File: src/rtl/clint_multi_pkg.sv
// Shared constants, register-select types and address decode for the multi-hart CLINT.
package clint_multi_pkg;

  localparam int unsigned NHART_MAX          = 8;
  localparam logic [15:0] CLINT_MSIP_OFF     = 16'h0000;
  localparam logic [15:0] CLINT_MTIMECMP_OFF = 16'h4000;
  localparam logic [15:0] CLINT_MTIME_OFF    = 16'hBFF8;
  localparam int unsigned CLINT_ADDR_SPAN    = 32'h0001_0000;

  typedef enum logic [1:0] {RegNone, RegMsip, RegMtimecmp, RegMtime} clint_reg_e;

  typedef struct packed {
    clint_reg_e kind;
    logic [2:0] hart;
  } clint_sel_t;

  // Offset is relative to the CLINT base and already known to fall inside the span.
  function automatic clint_sel_t clint_decode(input logic [15:0] off, input int unsigned nhart);
    clint_sel_t sel;
    sel.kind = RegNone;
    sel.hart = '0;
    for (int unsigned h = 0; h < NHART_MAX; h++) begin
      if (h < nhart) begin
        if (off == CLINT_MSIP_OFF + 16'(4 * h)) begin
          sel.kind = RegMsip;
          sel.hart = 3'(h);
        end
        if (off == CLINT_MTIMECMP_OFF + 16'(8 * h)) begin
          sel.kind = RegMtimecmp;
          sel.hart = 3'(h);
        end
      end
    end
    if (off == CLINT_MTIME_OFF) begin
      sel.kind = RegMtime;
      sel.hart = '0;
    end
    return sel;
  endfunction

endpackage

File: src/rtl/clint_hart_cmp.sv
// Per-hart mtimecmp register with byte strobes, the re-arm flag and the timer IRQ.
module clint_hart_cmp
  import clint_multi_pkg::*;
#(
  parameter int unsigned     XLEN          = 64,
  parameter logic [XLEN-1:0] MTIMECMP_INIT = '1
) (
  input  logic                cpu_clk_50M,
  input  logic                cpu_rst_n,
  input  logic                cmp_wr,
  input  logic [XLEN-1:0]     write_data,
  input  logic [XLEN/8-1:0]   write_strb,
  input  logic [XLEN-1:0]     mtime,
  input  logic                mtip_ack,
  output logic [XLEN-1:0]     mtimecmp,
  output logic                mtip
);

  logic [XLEN-1:0] cmp_q, cmp_d;
  logic            arm_q, arm_d;

  always_comb begin
    cmp_d = cmp_q;
    if (cmp_wr) begin
      for (int i = 0; i < XLEN / 8; i++) begin
        if (write_strb[i]) cmp_d[8*i +: 8] = write_data[8*i +: 8];
      end
    end
  end

  // Ack has priority over both re-arm causes.
  always_comb begin
    arm_d = arm_q;
    if (mtip_ack) begin
      arm_d = 1'b0;
    end else if (cmp_wr || (mtime < cmp_q)) begin
      arm_d = 1'b1;
    end
  end

  always_ff @(posedge cpu_clk_50M) begin
    if (!cpu_rst_n) begin
      cmp_q <= MTIMECMP_INIT;
      arm_q <= 1'b1;
    end else begin
      cmp_q <= cmp_d;
      arm_q <= arm_d;
    end
  end

  assign mtimecmp = cmp_q;
  assign mtip     = arm_q & (mtime >= cmp_q);

endmodule

File: src/rtl/clint_multi.sv
// Multi-hart core-local interruptor: shared prescaled mtime, per-hart mtimecmp/msip,
// single-cycle MMIO read/write handshake.
module clint_multi
  import clint_multi_pkg::*;
#(
  parameter int unsigned     NHART         = 2,
  parameter int unsigned     XLEN          = 64,
  parameter int unsigned     TICK_DIV      = 1,
  parameter logic [XLEN-1:0] BASE_ADDR     = XLEN'(32'h0200_0000),
  parameter logic [XLEN-1:0] MTIME_INIT    = '0,
  parameter logic [XLEN-1:0] MTIMECMP_INIT = '1
) (
  input  logic                cpu_clk_50M,
  input  logic                cpu_rst_n,
  input  logic                read_en,
  input  logic [XLEN-1:0]     read_addr,
  output logic [XLEN-1:0]     data_read,
  output logic                read_valid,
  input  logic                write_en,
  input  logic [XLEN-1:0]     write_addr,
  input  logic [XLEN-1:0]     data_write,
  input  logic [XLEN/8-1:0]   write_strb,
  output logic                write_done,
  output logic                addr_err,
  output logic [NHART-1:0]    mtip,
  output logic [NHART-1:0]    msip,
  input  logic [NHART-1:0]    mtip_ack
);

  localparam int unsigned PW = (TICK_DIV > 1) ? $clog2(TICK_DIV) : 1;

  logic [XLEN-1:0]  mtime_q, mtime_d;
  logic [PW-1:0]    presc_q, presc_d;
  logic [NHART-1:0] msip_q, msip_d;
  logic [XLEN-1:0]  data_read_q, rdata;
  logic             read_valid_q, write_done_q, addr_err_q;
  logic [XLEN-1:0]  cmp_val [NHART];
  logic [NHART-1:0] cmp_wr;
  logic             mtime_wr;
  clint_sel_t       rd_sel, wr_sel;

  function automatic clint_sel_t decode_addr(input logic [XLEN-1:0] addr);
    logic [XLEN-1:0] off;
    clint_sel_t      sel;
    off = addr - BASE_ADDR;
    if (off >= XLEN'(CLINT_ADDR_SPAN)) begin
      sel.kind = RegNone;
      sel.hart = '0;
    end else begin
      sel = clint_decode(off[15:0], NHART);
    end
    return sel;
  endfunction

  assign rd_sel   = decode_addr(read_addr);
  assign wr_sel   = decode_addr(write_addr);
  assign mtime_wr = write_en && (wr_sel.kind == RegMtime);

  always_comb begin
    rdata = '0;
    unique case (rd_sel.kind)
      RegMsip: begin
        for (int h = 0; h < NHART; h++) begin
          if (rd_sel.hart == 3'(h)) rdata = XLEN'(msip_q[h]);
        end
      end
      RegMtimecmp: begin
        for (int h = 0; h < NHART; h++) begin
          if (rd_sel.hart == 3'(h)) rdata = cmp_val[h];
        end
      end
      RegMtime: rdata = mtime_q;
      default:  rdata = '0;
    endcase
  end

  // A software write to mtime replaces this cycle's tick and restarts the prescaler.
  always_comb begin
    mtime_d = mtime_q;
    presc_d = presc_q + PW'(1);
    if (presc_q == PW'(TICK_DIV - 1)) begin
      presc_d = '0;
      mtime_d = mtime_q + XLEN'(1);
    end
    if (mtime_wr) begin
      presc_d = '0;
      mtime_d = mtime_q;
      for (int i = 0; i < XLEN / 8; i++) begin
        if (write_strb[i]) mtime_d[8*i +: 8] = data_write[8*i +: 8];
      end
    end
  end

  always_comb begin
    msip_d = msip_q;
    cmp_wr = '0;
    for (int h = 0; h < NHART; h++) begin
      if (write_en && (wr_sel.hart == 3'(h))) begin
        if ((wr_sel.kind == RegMsip) && write_strb[0]) msip_d[h] = data_write[0];
        cmp_wr[h] = (wr_sel.kind == RegMtimecmp);
      end
    end
  end

  always_ff @(posedge cpu_clk_50M) begin
    if (!cpu_rst_n) begin
      mtime_q      <= MTIME_INIT;
      presc_q      <= '0;
      msip_q       <= '0;
      data_read_q  <= '0;
      read_valid_q <= 1'b0;
      write_done_q <= 1'b0;
      addr_err_q   <= 1'b0;
    end else begin
      mtime_q      <= mtime_d;
      presc_q      <= presc_d;
      msip_q       <= msip_d;
      data_read_q  <= read_en ? rdata : '0;
      read_valid_q <= read_en;
      write_done_q <= write_en;
      addr_err_q   <= (read_en && (rd_sel.kind == RegNone)) ||
                      (write_en && (wr_sel.kind == RegNone));
    end
  end

  for (genvar h = 0; h < NHART; h++) begin : g_hart
    clint_hart_cmp #(
      .XLEN          (XLEN),
      .MTIMECMP_INIT (MTIMECMP_INIT)
    ) u_cmp (
      .cpu_clk_50M (cpu_clk_50M),
      .cpu_rst_n   (cpu_rst_n),
      .cmp_wr      (cmp_wr[h]),
      .write_data  (data_write),
      .write_strb  (write_strb),
      .mtime       (mtime_q),
      .mtip_ack    (mtip_ack[h]),
      .mtimecmp    (cmp_val[h]),
      .mtip        (mtip[h])
    );
  end

  assign data_read  = data_read_q;
  assign read_valid = read_valid_q;
  assign write_done = write_done_q;
  assign addr_err   = addr_err_q;
  assign msip       = msip_q;

endmodule

File: config.mk
export PLATFORM = sky130hd
export DESIGN_NAME = clint_multi
export DESIGN_NICKNAME = d
export VERILOG_FILES = /design/src/rtl/clint_multi_pkg.sv /design/src/rtl/clint_hart_cmp.sv /design/src/rtl/clint_multi.sv
export SDC_FILE = /design/constraint.sdc
export NUM_CORES = 1
export LEC_CHECK = 0
export CELL_PAD_IN_SITES_DETAIL_PLACEMENT = 1
export CELL_PAD_IN_SITES_GLOBAL_PLACEMENT = 2
export CORE_UTILIZATION = 30
export CTS_CLUSTER_DIAMETER = 150
export DETAILED_ROUTE_END_ITERATION = 6
export GPL_TIMING_DRIVEN = 0
export PLACE_DENSITY_LB_ADDON = 0.1
export SYNTH_ARGS = -nofsm -noshare
export SYNTH_HDL_FRONTEND = slang
export SYNTH_SLANG_ARGS = --single-unit
File: constraint.sdc
create_clock -name cpu_clk_50M -period 4.7 [get_ports cpu_clk_50M]
set_input_delay 0.47 -clock cpu_clk_50M [delete_from_list [all_inputs] [get_ports cpu_clk_50M]]
set_output_delay 0.47 -clock cpu_clk_50M [all_outputs]
set_load 0.01 [all_outputs]
### Word level (Yosys, flattened, before mapping)

Cells that the tools add are included.

| storage, ports and cells | value |
|---|---|
| register bits after elaboration | 264 |
| bits in latches | 0 |
| bits in writable memories | 0 |
| ROM bits | 0 |
| input bits | 206 |
| output and inout bits | 71 |
| logic and storage cells | 150 |
| memories | 0 |

| operators by class | value |
|---|---|
| add/sub/neg operators | 4 |
| multiply operators | 0 |
| divide/modulo/power cells | 0 |
| magnitude comparators | 6 |
| equal/unequal tests | 25 |
| shift operators | 0 |
| muxes and demuxes | 33 |
| bitwise operators | 4 |
| reductions and logical operators | 45 |

Operators with widths:

| operator | number |
|---|---|
| $mux 64 | 5 |
| $pmux 64 s3 | 1 |
| $ge 64x17->1 const B | 2 |
| $ge 64x64->1 | 2 |
| $lt 64x64->1 | 2 |
| $sub 64x26->64 const B | 2 |
| $add 64x1->64 const B | 1 |
| $eq 16x15->1 const B | 4 |
| $mux 8 | 8 |
| $reduce_and 2->1 | 27 |
| $mux 5 | 10 |
| $eq 16x16->1 const B | 2 |
| $eq 16x3->1 const B | 2 |
| $logic_not 16->1 | 2 |
| $ne 2x2->1 const B | 8 |
| $eq 2x2->1 const B | 4 |
| $mux 4 | 2 |
| $mux 1 | 7 |
| $eq 3x1->1 const B | 2 |
| $logic_and 1x1->1 | 6 |
| $logic_not 3->1 | 2 |
| $eq 2x1->1 const B | 2 |
| $logic_not 2->1 | 2 |
| $reduce_bool 2->1 | 2 |
| 6 further kinds | 10 |

### Logic depth before layout (Yosys ltp)

| logic depth | value |
|---|---|
| depth after elaboration | 14 |
| depth in mapped cells | 15 |
| mapped depth without buffers | 11 |

### Hierarchy

A second synthesis with hierarchy kept.

| second synthesis, totals | value |
|---|---|
| cells, all modules | 1,975 |
| area total of the unflattened synthesis | 16,143.0 µm² |

Modules (own cells, without submodules):

| module | times used | cells each | area each (µm²) | sequential area each (µm²) |
|---|---|---|---|---|
| clint_multi | 1 | 1,055 | 8,433.1 | 2,682.6 |
| clint_hart_cmp | 2 | 460 | 3,854.9 | 1,301.2 |

### Worst setup path before layout

Ideal clock, no wire load.

| path | value |
|---|---|
| kind | in2reg |
| start point | input port read_addr[31] |
| end point | register data_read_q[10], in the netlist data_read[10] |
| library setup time | 0.070 ns |
| arrival time | 3.544 ns |
| required time | 4.630 ns |
| path slack | 1.085 ns |
| stages | 12 |
| path buffers | 3 |
| cell sequence | or4_1 -> clkbuf_1 -> or3_1 -> nor4_1 -> mux2_2 -> nor4b_1 -> nand4_1 -> or3_1 -> nand4bb_1 -> buf_2 -> buf_6 -> o2bb2ai_1 |

| between the ends | value |
|---|---|
| cells in the longest elaborated chain, start to end | 7 |
| elaborated cells on any way between the ends | 11 |
| those cells by class | add/sub: 1; order compare: 1; eq/ne: 4; mux: 4; reduce/logical: 1 |

Ends and longest elaborated chain:

| element | RTL line | RTL |
|---|---|---|
| from (decl) | clint_multi.sv:16 | `input logic [XLEN-1:0] read_addr,` |
| $sub 64x26->64 (*) | clint_multi.sv:45 | `off = addr - BASE_ADDR;` |
| $ge 64x17->1 (*) | clint_multi.sv:46 | `if (off >= XLEN'(CLINT_ADDR_SPAN)) begin` |
| $mux 5 (*) | clint_multi.sv:46 |  |
| $logic_not 3->1 | clint_multi.sv:69 | `if (rd_sel.hart == 3'(h)) rdata = cmp_val[h];` |
| $mux 64 (2 in series) | clint_multi.sv:69 |  |
| $pmux 64 s3 (*) | clint_multi.sv:61 | `unique case (rd_sel.kind)` |
| to (signal assigned) | clint_multi.sv:118 | `data_read_q <= read_en ? rdata : '0;` |
| to (decl) | clint_multi.sv:35 | `logic [XLEN-1:0] data_read_q, rdata;` |

Mark *: on every way between the ends. The rest lies on a longest branch, timed or not.
A chain may end at the register's enable or synchronous reset.

### Final worst setup path

| path | value |
|---|---|
| start point | register mtime_q[43] |
| end point | output port mtip[0] |

| between the ends | value |
|---|---|
| cells in the longest elaborated chain, start to end | 2 |

Ends and longest elaborated chain:

| element | RTL line | RTL |
|---|---|---|
| from (decl) | clint_multi.sv:32 | `logic [XLEN-1:0] mtime_q, mtime_d;` |
| from (signal assigned) | clint_multi.sv:115 | `mtime_q <= mtime_d;` |
| $ge 64x64->1 | clint_hart_cmp.sv:52 | `assign mtip = arm_q & (mtime >= cmp_q);` |
| $and 1x1->1 | clint_hart_cmp.sv:52 |  |
| to (decl) | clint_multi.sv:25 | `output logic [NHART-1:0] mtip,` |

No other way between the ends.

==> metrics.csv <==
metric;value;unit
synth_cells;1913;
ant_nets;0;
p_sw;1.30;mW
die_y;232;um
powerDensity;266;nW/um2
synthTopCellsByCount;264 x dfxtp_1, 202 x nand2_1, 161 x inv_1;
htreeDepth;2;
placedInstanceArea;19600;um2
critPathLaunch;mtime_q[43];
p_leak;9.98;nW
fp.coreArea;51800;um2
drt_drc_violations_left;0;
power_frac_comb;7.6;%
cts_sinks;264;
routed_wl;68700;um
die-area;53900;um2
synthArstFlopShare;0;%
slowest_stage;dfxtp_1;
yosysSeqAreaShare;33.3;%
cts_root_buf;clkbuf_16;
internal-power;4.23;mW
cts_tree;built;
drt-vias-per-instance;5.44;
grt_max_degree;13;
dpl.cell_count;2872;
synth-edff-count;0;
grt-ovfl-total;0;
grt_usage;25.6;%
setup_viol;0;
power_frac_clock;51.8;%
cp-start-kind;register;
syn_area;15900;um2
worst_pin_slew;1.34;ns
fin_setup_tns;0;ns
synthToLayoutAreaGrowth;31.2;%
dr.pass1.iters;5;
clk_pin_slew_worst_paths;0.06;ns
yosysTopAreaCell;dfxtp_1;
rows;83;
hpwl;53400;um
clk_latency;0.55;ns
final_nets;2567;
min_period;4.53;ns
antenna_found_initial;1;
relSlewSlack;10.7;%
whs_path_depth;2;
finalHoldViolations;0;
ys_types;78;
cts_buffer_depth;3;
rsz0062_at_grt;no;
reg2reg_setup_slack;0.51;ns
post-place-ws;-0.517;ns
hold_buffers;0;
reg2regPathDepth;10;
crit_path_end_kind;output pin;
vias;16000;
syn_nets;2250;
ir_drop;210;uV
hold_slack;0.490;ns
swShare;23.5;%
hold_class;register to register;
arrival;4.06;ns
stdcell_area;20900;um2
path_cells;ha_1 -> a2111oi_0 -> o21ai_0 -> o21ai_0 -> o21ai_0 -> a311oi_1 -> and4b_1 -> o211ai_1 -> o21a_1 -> buf_4 -> clkdlybuf4s50_1;
port_buffers;276;
synth_top_cell_area_share;33.3;%
stdcell_count;2937;
cpMostUsedCell;o21ai_0;
crit_type;register to output pin;
crit_fanout;8;
synth_area_leaders;dfxtp_1 33%, ha_1 10%, mux2i_1 8.5%, nand3_1 5.0%, nand2_1 4.8%;
worst_slack;0.171;ns
yosys_warnings;0;
r2r_start;mtime_q[25];
ys_ff_latch;264;
sequentialPowerShare;40.6;%
fin_crit_sh;96.4;%
drv_cap;0;
place_congestion;0.850;
skew;0.0207;ns
die_w;232;um
grt_pass1_wl;105000;um
drv_slew;0;
min_from;g_hart[1].u_cmp.mtimecmp[29];
required;4.23;ns
grt_pass1_vias;16600;
drive_gt1_share;5.94;%
io_pins;277;
yosysMostFrequentCell;dfxtp_1;
timing.fmax;0.221;GHz
cp_slowest_stage_delay;0.52;ns
yosys_most_used_dff;dfxtp_1;
synth_area_per_cell;8.31;um2
status;finished, final reports clean;
start_util;30.7;%
drt_iter0_markers;714;
cts_buffers;35;
wl_per_cell;23.4;um
[path summary, 6_finish.rpt]
path / end
hold / removal: g_hart[1].u_cmp.mtimecmp[29]
setup / recovery: mtip[0]
hold reg to reg: g_hart[1].u_cmp.mtimecmp[29]
setup reg to reg: mtime_q[59]
[final cells by class]
type / count / area (um2)
fillers: 6041 / 31000
multi-input cells: 1399 / 9640
flip-flops and latches: 264 / 5290
repair buffers: 280 / 2800
clock buffers: 54 / 1070
well taps: 680 / 851
inverters: 161 / 604
plain buffers: 89 / 457
clock inverters: 9 / 148
diodes: 1 / 2.50
[registers in the layout, indices dropped and copies added (netlist names)]
register and flops:
read_valid 1, g_hart.u_cmp.mtimecmp 128, msip 2, g_hart.u_cmp.arm_q 2, presc_q 1, write_done 1
mtime_q 64, addr_err 1, data_read 64
[metal layers]
layer	vias up	global-route usage, %	share of wire, %
met5	-	0	0
met4	0	8.41	2.9
met3	97	3.52	3.9
met2	334	43.1	48
met1	7910	33.4	46
li1	7646	-	-
[cell families (layout without fill, tap and decap cells)]
group | after synthesis | after routing | share of synthesized area [%]
compound gates | 374 | 374 | 16.0
xor+xnor | 10 | 10 | 0.551
fa+ha+maj | 131 | 131 | 10.3
buf+inv | 250 | 593 | 6.64
flops | 264 | 264 | 33.3
mux | 137 | 137 | 8.64
other cells | 1 | 2 | 0.0236
simple gates | 746 | 746 | 24.6
[worst max-delay path, delay by kind of cell (launching register included)]
kind	cells	cell delay [ns]
flops	1	0.52
fa+ha+maj	1	0.34
compound gates	7	1.65
buf+inv	2	0.62
simple gates	1	0.37
[power by group through the flow]
| stage | logic [mW] | clock network (mW) | registers (mW) |
|---|---|---|---|
| final | 0.420 | 2.87 | 2.25 |
| after global routing | 0.447 | 3.03 | 2.25 |
| after CTS | 0.421 | 2.93 | 2.25 |
| after detailed placement | 0.419 | 0 | 2.30 |
| after global placement | 0.415 | 0 | 2.30 |
| after floorplan | 0.112 | 0 | 2.30 |
[per-stage QoR]
| step | util [%] | power [mW] |
|---|---|---|
| floorplan | - | 2.41 |
| global placement | 37.6 | 2.71 |
| detailed placement | 37.7 | 2.72 |
| CTS | 40.1 | 5.60 |
| global route | 40.2 | 5.72 |
| finish | 40.3 | 5.54 |
[cells in the final DEF, fill, tap and decap left out, types with 6 or more instances in the layout]
| cell type | instances |
|---|---|
| o211ai_1 | 17 |
| nand3_1 | 159 |
| nand4_1 | 51 |
| o21ai_0 | 76 |
| o21a_1 | 12 |
| ha_1 | 131 |
| or3_1 | 16 |
| a31oi_1 | 14 |
| o31ai_1 | 6 |
| inv_1 | 161 |
| buf_2 | 20 |
| and2_1 | 15 |
| a21o_1 | 18 |
| a2111oi_0 | 6 |
| dfxtp_1 | 264 |
| nand2_1 | 201 |
| buf_4 | 10 |
| nor2b_1 | 16 |
| nor3b_1 | 8 |
| or4_1 | 13 |
| nand3_2 | 7 |
| and3_1 | 15 |
| nor3_1 | 67 |
| clkdlybuf4s50_1 | 276 |
| buf_6 | 9 |
| clkbuf_1 | 59 |
| nand2b_1 | 13 |
| nor4_1 | 41 |
| a211oi_1 | 27 |
| clkbuf_8 | 8 |
| o2bb2ai_1 | 64 |
| nor4b_1 | 6 |
| xnor2_1 | 6 |
| a21oi_1 | 81 |
| nor2_1 | 69 |
| clkbuf_16 | 37 |
| mux2i_1 | 135 |
| or2_2 | 6 |
[timing repair]
item	4_1_cts	5_1_grt
setup endpoints to repair	2	126
pin swaps	0	0
buffers inserted	0	1
gates resized for setup	4	11
(Power assumes the default switching activity.)
